`src/rtl/rom_read_arbiter.sv`:
```
// Round-robin read arbiter sharing one single-port ROM between two requesters.
// Each requester gets a registered response slot with valid/ready backpressure.
module rom_read_arbiter #(
  parameter int ADDR_W = 13,
  parameter int DATA_W = 36
) (
  input  logic              clk,
  input  logic              rst_n,
  input  logic              req0_valid,
  input  logic [ADDR_W-1:0] req0_addr,
  output logic              req0_ready,
  output logic              rsp0_valid,
  output logic [DATA_W-1:0] rsp0_data,
  input  logic              rsp0_ready,
  input  logic              req1_valid,
  input  logic [ADDR_W-1:0] req1_addr,
  output logic              req1_ready,
  output logic              rsp1_valid,
  output logic [DATA_W-1:0] rsp1_data,
  input  logic              rsp1_ready,
  output logic              rom_ce,
  output logic [ADDR_W-1:0] rom_addr,
  input  logic [DATA_W-1:0] rom_q
);

  logic              elig0_s;
  logic              elig1_s;
  logic              gnt_any_s;
  logic              gnt_sel_s;
  logic              pend_r;
  logic              pend_sel_r;
  logic              last_gnt_r;
  logic [1:0]        rsp_valid_r;
  logic [DATA_W-1:0] rsp_data0_r;
  logic [DATA_W-1:0] rsp_data1_r;

  // Eligibility and grant selection; a port with a read in flight or a stalled response sits out
  always_comb begin
    elig0_s   = req0_valid && !(pend_r && (pend_sel_r == 1'b0)) && (!rsp_valid_r[0] || rsp0_ready);
    elig1_s   = req1_valid && !(pend_r && (pend_sel_r == 1'b1)) && (!rsp_valid_r[1] || rsp1_ready);
    gnt_any_s = elig0_s || elig1_s;
    if (elig0_s && elig1_s) begin
      gnt_sel_s = ~last_gnt_r;
    end else if (elig1_s) begin
      gnt_sel_s = 1'b1;
    end else begin
      gnt_sel_s = 1'b0;
    end
  end

  // Grant-driven ROM and ready outputs
  always_comb begin
    rom_ce     = gnt_any_s;
    req0_ready = gnt_any_s && (gnt_sel_s == 1'b0);
    req1_ready = gnt_any_s && (gnt_sel_s == 1'b1);
    if (!gnt_any_s) begin
      rom_addr = {ADDR_W{1'b0}};
    end else if (gnt_sel_s) begin
      rom_addr = req1_addr;
    end else begin
      rom_addr = req0_addr;
    end
  end

  // In-flight tracking and round-robin history
  always_ff @(posedge clk or negedge rst_n) begin
    if (!rst_n) begin
      pend_r     <= 1'b0;
      pend_sel_r <= 1'b0;
      last_gnt_r <= 1'b1;
    end else begin
      pend_r <= gnt_any_s;
      if (gnt_any_s) begin
        pend_sel_r <= gnt_sel_s;
        last_gnt_r <= gnt_sel_s;
      end else begin
        pend_sel_r <= pend_sel_r;
        last_gnt_r <= last_gnt_r;
      end
    end
  end

  // Response slots: drain on handshake, load ROM data the cycle after a grant
  always_ff @(posedge clk or negedge rst_n) begin
    if (!rst_n) begin
      rsp_valid_r <= 2'b00;
      rsp_data0_r <= {DATA_W{1'b0}};
      rsp_data1_r <= {DATA_W{1'b0}};
    end else begin
      if (rsp_valid_r[0] && rsp0_ready) begin
        rsp_valid_r[0] <= 1'b0;
      end
      if (rsp_valid_r[1] && rsp1_ready) begin
        rsp_valid_r[1] <= 1'b0;
      end
      // Same-port load and drain cannot overlap, so the load needs no priority care
      if (pend_r) begin
        if (pend_sel_r) begin
          rsp_valid_r[1] <= 1'b1;
          rsp_data1_r    <= rom_q;
        end else begin
          rsp_valid_r[0] <= 1'b1;
          rsp_data0_r    <= rom_q;
        end
      end
    end
  end

  assign rsp0_valid = rsp_valid_r[0];
  assign rsp1_valid = rsp_valid_r[1];
  assign rsp0_data  = rsp_data0_r;
  assign rsp1_data  = rsp_data1_r;

endmodule

```
`config.mk`:
```
export PLATFORM = sky130hd
export DESIGN_NAME = rom_read_arbiter
export DESIGN_NICKNAME = d
export VERILOG_FILES = /design/src/rtl/rom_read_arbiter.sv
export SDC_FILE = /design/constraint.sdc
export NUM_CORES = 1
export LEC_CHECK = 0
export ABC_AREA = 1
export CAP_MARGIN = 20
export CORE_UTILIZATION = 30
export CTS_CLUSTER_SIZE = 25
export DETAILED_ROUTE_END_ITERATION = 10
export HOLD_SLACK_MARGIN = 0.08
export PLACE_DENSITY = 0.6
export SYNTH_ARGS = -nofsm -noshare
export SYNTH_HDL_FRONTEND = slang
export SYNTH_SLANG_ARGS = --single-unit
export TNS_END_PERCENT = 50
```
`constraint.sdc`:
```
create_clock -name clk -period 3.68 [get_ports clk]
set_input_delay 1.104 -clock clk [delete_from_list [all_inputs] [get_ports clk]]
set_output_delay 1.104 -clock clk [all_outputs]
set_load 0.005 [all_outputs]
```
== Word level (Yosys, flattened, before mapping) ==
Cells that the tools add are included.

* Bitwise gates (word level): 3
* Reduce and logical (&&, ||, !) cells: 20
* Mux-type cells: 9

{| class="wikitable"
|+ Operators by type and width
! cell !! count
|-
| two-way mux 13 bit || 2
|-
| logical AND 1 bit || 11
|-
| two-way mux 1 bit || 6
|-
| logical NOT 1 bit || 4
|-
| AND reduction 2 bit || 2
|-
| logical OR 1 bit || 3
|-
| NOT 1 bit || 3
|-
| two-way mux 2 bit || 1
|}

* Input port bits: 68
* Output and inout port bits: 90
* Logic and storage cells: 38
* Flip-flop bits (word level): 77

== Logic depth before layout (Yosys ltp) ==
* Word-level depth: 9
* Depth in mapped cells: 7
* Mapped depth without buffers: 6

== Worst setup path before layout ==
No wires, ideal clock.

* Path kind: input-to-output
* From: input port rsp0_ready
* To: output port rom_addr[10]
* Data arrival time: 1.774 ns
* Path slack: 0.802 ns
* Required time: 2.576 ns
* Cell stages on the path: 7
* Buffers on the path: 1
* Cell sequence: inv_1 -> nand2_1 -> nand3_2 -> a21oi_4 -> buf_6 -> nand2_1 -> nand2_1

* Longest elaborated chain between the ends: 6
* Elaborated cells between the ends (all ways): 7
* Classes of those cells: 3 x mux; 4 x reduce/logical

{| class="wikitable"
|+ Ends and longest elaborated chain
! what !! line !! source
|-
| start: declaration || 14 || <nowiki>input logic rsp0_ready,</nowiki>
|-
| logical OR 1 bit * || 39 || <nowiki>elig0_s = req0_valid && !(pend_r && (pend_sel_r == 1'b0)) && (!rsp_valid_r[0] || rsp0_ready);</nowiki>
|-
| logical AND 1 bit * || 39 ||
|-
| logical AND 1 bit || 42 || <nowiki>if (elig0_s && elig1_s) begin</nowiki>
|-
| two-way mux 1 bit || 42 ||
|-
| two-way mux 13 bit || 58 || <nowiki>end else if (gnt_sel_s) begin</nowiki>
|-
| two-way mux 13 bit * || 56 || <nowiki>if (!gnt_any_s) begin</nowiki>
|-
| end: declaration || 22 || <nowiki>output logic [ADDR_W-1:0] rom_addr,</nowiki>
|}

Mark *: on every way between the ends. The rest lies on a longest branch, timed or not.

== Worst setup path after layout ==
* From: input port req1_valid
* To: output port rom_addr[12]

* Longest elaborated chain between the ends: 6
* Elaborated cells between the ends (all ways): 8
* Classes of those cells: 4 x mux; 4 x reduce/logical

{| class="wikitable"
|+ Ends and longest elaborated chain
! what !! line !! source
|-
| start: declaration || 15 || <nowiki>input logic req1_valid,</nowiki>
|-
| logical AND 1 bit * (2 in a row) || 40 || <nowiki>elig1_s = req1_valid && !(pend_r && (pend_sel_r == 1'b1)) && (!rsp_valid_r[1] || rsp1_ready);</nowiki>
|-
| two-way mux 1 bit / logical AND 1 bit (equally long branches) || 44, 42 ||
|-
| two-way mux 1 bit || 42 ||
|-
| two-way mux 13 bit || 58 ||
|-
| two-way mux 13 bit * || 56 ||
|}

Marked as above.

==> results.md <==
- Yosys mapped the design onto 18 distinct sky130hd cell types.
- The number of violations reported at the end of detailed-routing iteration 0 is 132.
- The max-cap violation count is 0.
- Synthesis inferred 77 register bits.
- The critical path goes through clkdlybuf4s50_1 -> nand2_2 -> nor2_4 -> buf_4 -> nand3_1 -> nand2_1 -> clkdlybuf4s50_1.
- The path class of the lowest-slack min-delay path is reg -> reg.
- The slowest cell on the critical path is clkdlybuf4s50_1.
- The yosys synthesis warning count is 0.
- The number of instances in the synthesized netlist is 338.
- The part of the total power dissipated in sequential elements is 36.4%.
- Clock skew on the completed layout was measured at 0.01152 ns.
- In this design, the critical path's most frequently occurring cell is clkdlybuf4s50_1.
- The mean routed wirelength per cell is 12.65 µm.
- The critical path data arrival time is 2.69 ns.
- The antenna diode count is 0.
- The floorplan row count is 36.
- The highest cell delay on the worst timing path is 0.49 ns.
- In this run the tool buffered the top-level ports with 157 buffer cells.
- The worst-path maximum fanout is 8.
- Timing would allow up to 0.2637 GHz.
- The share of final-layout standard cells stronger than drive strength 1 is 10.06%.
- The cell total after placement is 621.
- The later pin in the worst-skew pair is clocked with a latency of 0.34 ns.
- The final reports fail on negative setup slack.
- The first-pass GRT wire length is 13460 µm.
- Cells fill 52.16% of the core in the end.
- The clock network accounts for 15.2% of the total power.
- The total routed wirelength is 8224 µm.
- Relative to the synthesized area, the layout overhead comes to 66.57%.
- At the pin with the least slew margin, the transition time is 0.9463 ns.
- The total leakage power is 0.002537 µW.
- The clock slew seen by the registers of the worst setup and hold paths is 0.08 ns.
- STA puts the critical path data required time at 2.58 ns.
- Headroom to the max-slew limit came out at 36.91%.
- The largest vdd supply drop is 349.2 µV.
- The final worst setup slack is -0.1127 ns.
- The total power density per cell area is 793.5 mW/mm².
- The worst setup path is launched from a primary input.
- In this run the remaining antenna-violating nets after routing total 0.
- In this run the standard cell core region covers 0.009910 mm².
- The cts-stage hold buffer count is 0.
- The switching part of the total power is 33.17%.
- The CTS H-tree depth is 3.
- The residual DRC count is 0.
- For this configuration, the core starts out at a cell density of 31.31%.
- The synthesized netlist net count is 406.
- Cell internal power was estimated by the tool at 2741 µW.
- The pin count of the biggest net entering global routing is 78.
- Summing all non-filler instances in the final layout gives an area of 0.005169 mm².
- The overall die area is 0.01075 mm².
- In this run the deepest clock path goes through 2 buffers.
- The die height is 103.7 µm.
- The die boundary width is 103.7 µm.
- The initial antenna violation count is 0.
- The mean area per synthesized cell is 9.180 µm².
- The part of the power in combinational logic is 48.3%.
- TritonCTS built the clock tree.
- In this run the cell area measured after placement is 0.004835 mm².
- The run finished, with violations left.
- The leftover overflow at the end of global routing is 0.
- Setup repair after global routing could not meet its margin everywhere.
- The post-route minimum period is 3.793 ns.
- For this design the total switching power over the nets is 1360 µW.
- Summing over every cut layer, the via total after detailed routing is 2785.
- During I/O placement, the number of pins put on the boundary was 158.
- The final critical path takes up 103.1% of the cycle.
- For this design, the sink count on the clock tree is 77.
- The detailed-route vias per instance is 4.285.
- The top cell types in the final layout, fill and taps aside, are clkdlybuf4s50_1 (143), nand2_1 (102), dfrtp_1 (76), o21ai_0 (73), inv_1 (43).
- The commonest non-fill, non-tap cell in the layout is clkdlybuf4s50_1.
- The number of buffers added by the clock tree synthesis step is 9.
- The total half-perimeter wirelength after legalization and detailed placement is 5552 µm.
- The register area share after synthesis is 62.14%.
- The setup path with the least slack is of type in -> out.
- Setup violations remaining at the end of the flow were counted as 5.
- The number of detailed-route iterations in the first pass is 4.
- The via count of the first global-routing pass was 2724.
- At the end of the flow, the number of nets in the layout was 580.
- Global routing used 15.65% of the available tracks across all layers.
- The cell at the root of the clock tree is clkbuf_8.
- The number of hold violations in the final report was 0.
- Leaving out filler cells and counting taps, the final layout contains 650.
- The worst setup path is captured at a primary output.
- The setup slack after placement is -0.1572 ns.
- At the end of routability-driven placement, the weighted congestion stood at 0.7502.
- The design draws 4101 µW.
- The count of final max-slew check failures came to 0.
- The total standard cell area after synthesis is 0.003103 mm².
area by class of cell:
type | count | area (µm²)
clock buffer | 11 | 131.4
multi-input combinational | 198 | 913.4
inverter | 44 | 165.2
fill | 938 | 4741
sequential | 77 | 1928
clock inverter | 5 | 60.06
timing repair buffer | 182 | 1804
tap | 133 | 166.4
worst max-delay path, delay by kind of cell:
family                 cells  cell delay, ns
buffers and inverters      3            1.13
AND/OR/NAND/NOR            4            0.45
cell usage after synthesis:
| cell type | instances | area [µm²] |
|---|---|---|
| nor2_2 | 1 | 6.260 |
| inv_2 | 1 | 3.750 |
| o21ai_0 | 73 | 365.4 |
| a21oi_4 | 1 | 16.27 |
| nand3_2 | 1 | 10.01 |
| buf_6 | 3 | 33.78 |
| inv_1 | 43 | 161.4 |
| dfrtp_1 | 76 | 1902 |
| buf_2 | 9 | 45.04 |
| clkbuf_1 | 6 | 22.52 |
| nand4_4 | 1 | 21.27 |
| nand2_2 | 1 | 6.260 |
| dfstp_2 | 1 | 26.28 |
| nor2_4 | 1 | 11.26 |
| nand2_1 | 105 | 394.1 |
| buf_4 | 1 | 7.510 |
| nand3_1 | 13 | 65.06 |
| o21ai_1 | 1 | 5.000 |
power groups by stage:
stage | registers [µW] | clock network [µW] | logic [µW]
after floorplan | 1530 | 0 | 701
after global placement | 1500 | 0 | 1910
after detailed placement | 1510 | 0 | 1940
after CTS | 1500 | 651 | 1950
after global routing | 1550 | 685 | 2190
final | 1490 | 625 | 1980
path summary, 6_finish.rpt:
path	startpoint	end	slack, ns	cells after the start
setup / recovery	req1_valid	rom_addr[12]	-0.11	7
hold / removal	rsp1_data[8]$_DFFE_PN0P_	rsp1_data[8]$_DFFE_PN0P_	0.48	2
setup reg to reg	pend_sel_r$_DFFE_PN0P_	rsp0_data[15]$_DFFE_PN0P_	2.27	4
hold reg to reg	rsp1_data[8]$_DFFE_PN0P_	rsp1_data[8]$_DFFE_PN0P_	0.48	2
max in group asynchronous	rst_n	rsp0_data[32]$_DFFE_PN0P_	2.16	1
min in group asynchronous	rst_n	rsp1_data[19]$_DFFE_PN0P_	0.91	1
what timing repair did:
action	in CTS	in global routing
cloned	0	1
buffers inserted	3	9
pin swaps	1	1
gates resized for setup	8	13
endpoints found under the setup margin	16	14
routing by layer:
layer | up-vias | GRT usage (%) | share of wire (%)
li1 | 1403 | - | -
met1 | 1299 | 18.84 | 44
met2 | 81 | 26.70 | 50
met3 | 2 | 5.664 | 6.0
met4 | 0 | 3.673 | 0.40
met5 | - | 0 | 0
per-stage QoR:
stage | setup TNS, ns | hold WS [ns]
after floorplan | 0 | 0.4763
after global placement | -1.771 | 0.4668
after detailed placement | -2.166 | 0.4724
after CTS | -1.366 | 0.4929
after global routing | -1.269 | 0.5187
final | -0.4351 | 0.4849
state kept, by name, indices dropped and copies added, names as in the netlist:
register     cells
rsp_valid_r      2
rsp1_data       36
rsp0_data       36
last_gnt_r       1
pend_sel_r       1
pend_r           1
cells by family (layout without fill, tap and decap cells):
logic type | count (synthesis) | in the layout | share of synthesized area, %
AOI/OAI and AO/OA | 75 | 75 | 12.46
buffers and inverters | 63 | 242 | 8.830
DFF | 77 | 77 | 62.14
and+or+nand+nor | 123 | 123 | 16.57
Note: power is estimated with default switching activity, not from simulation.
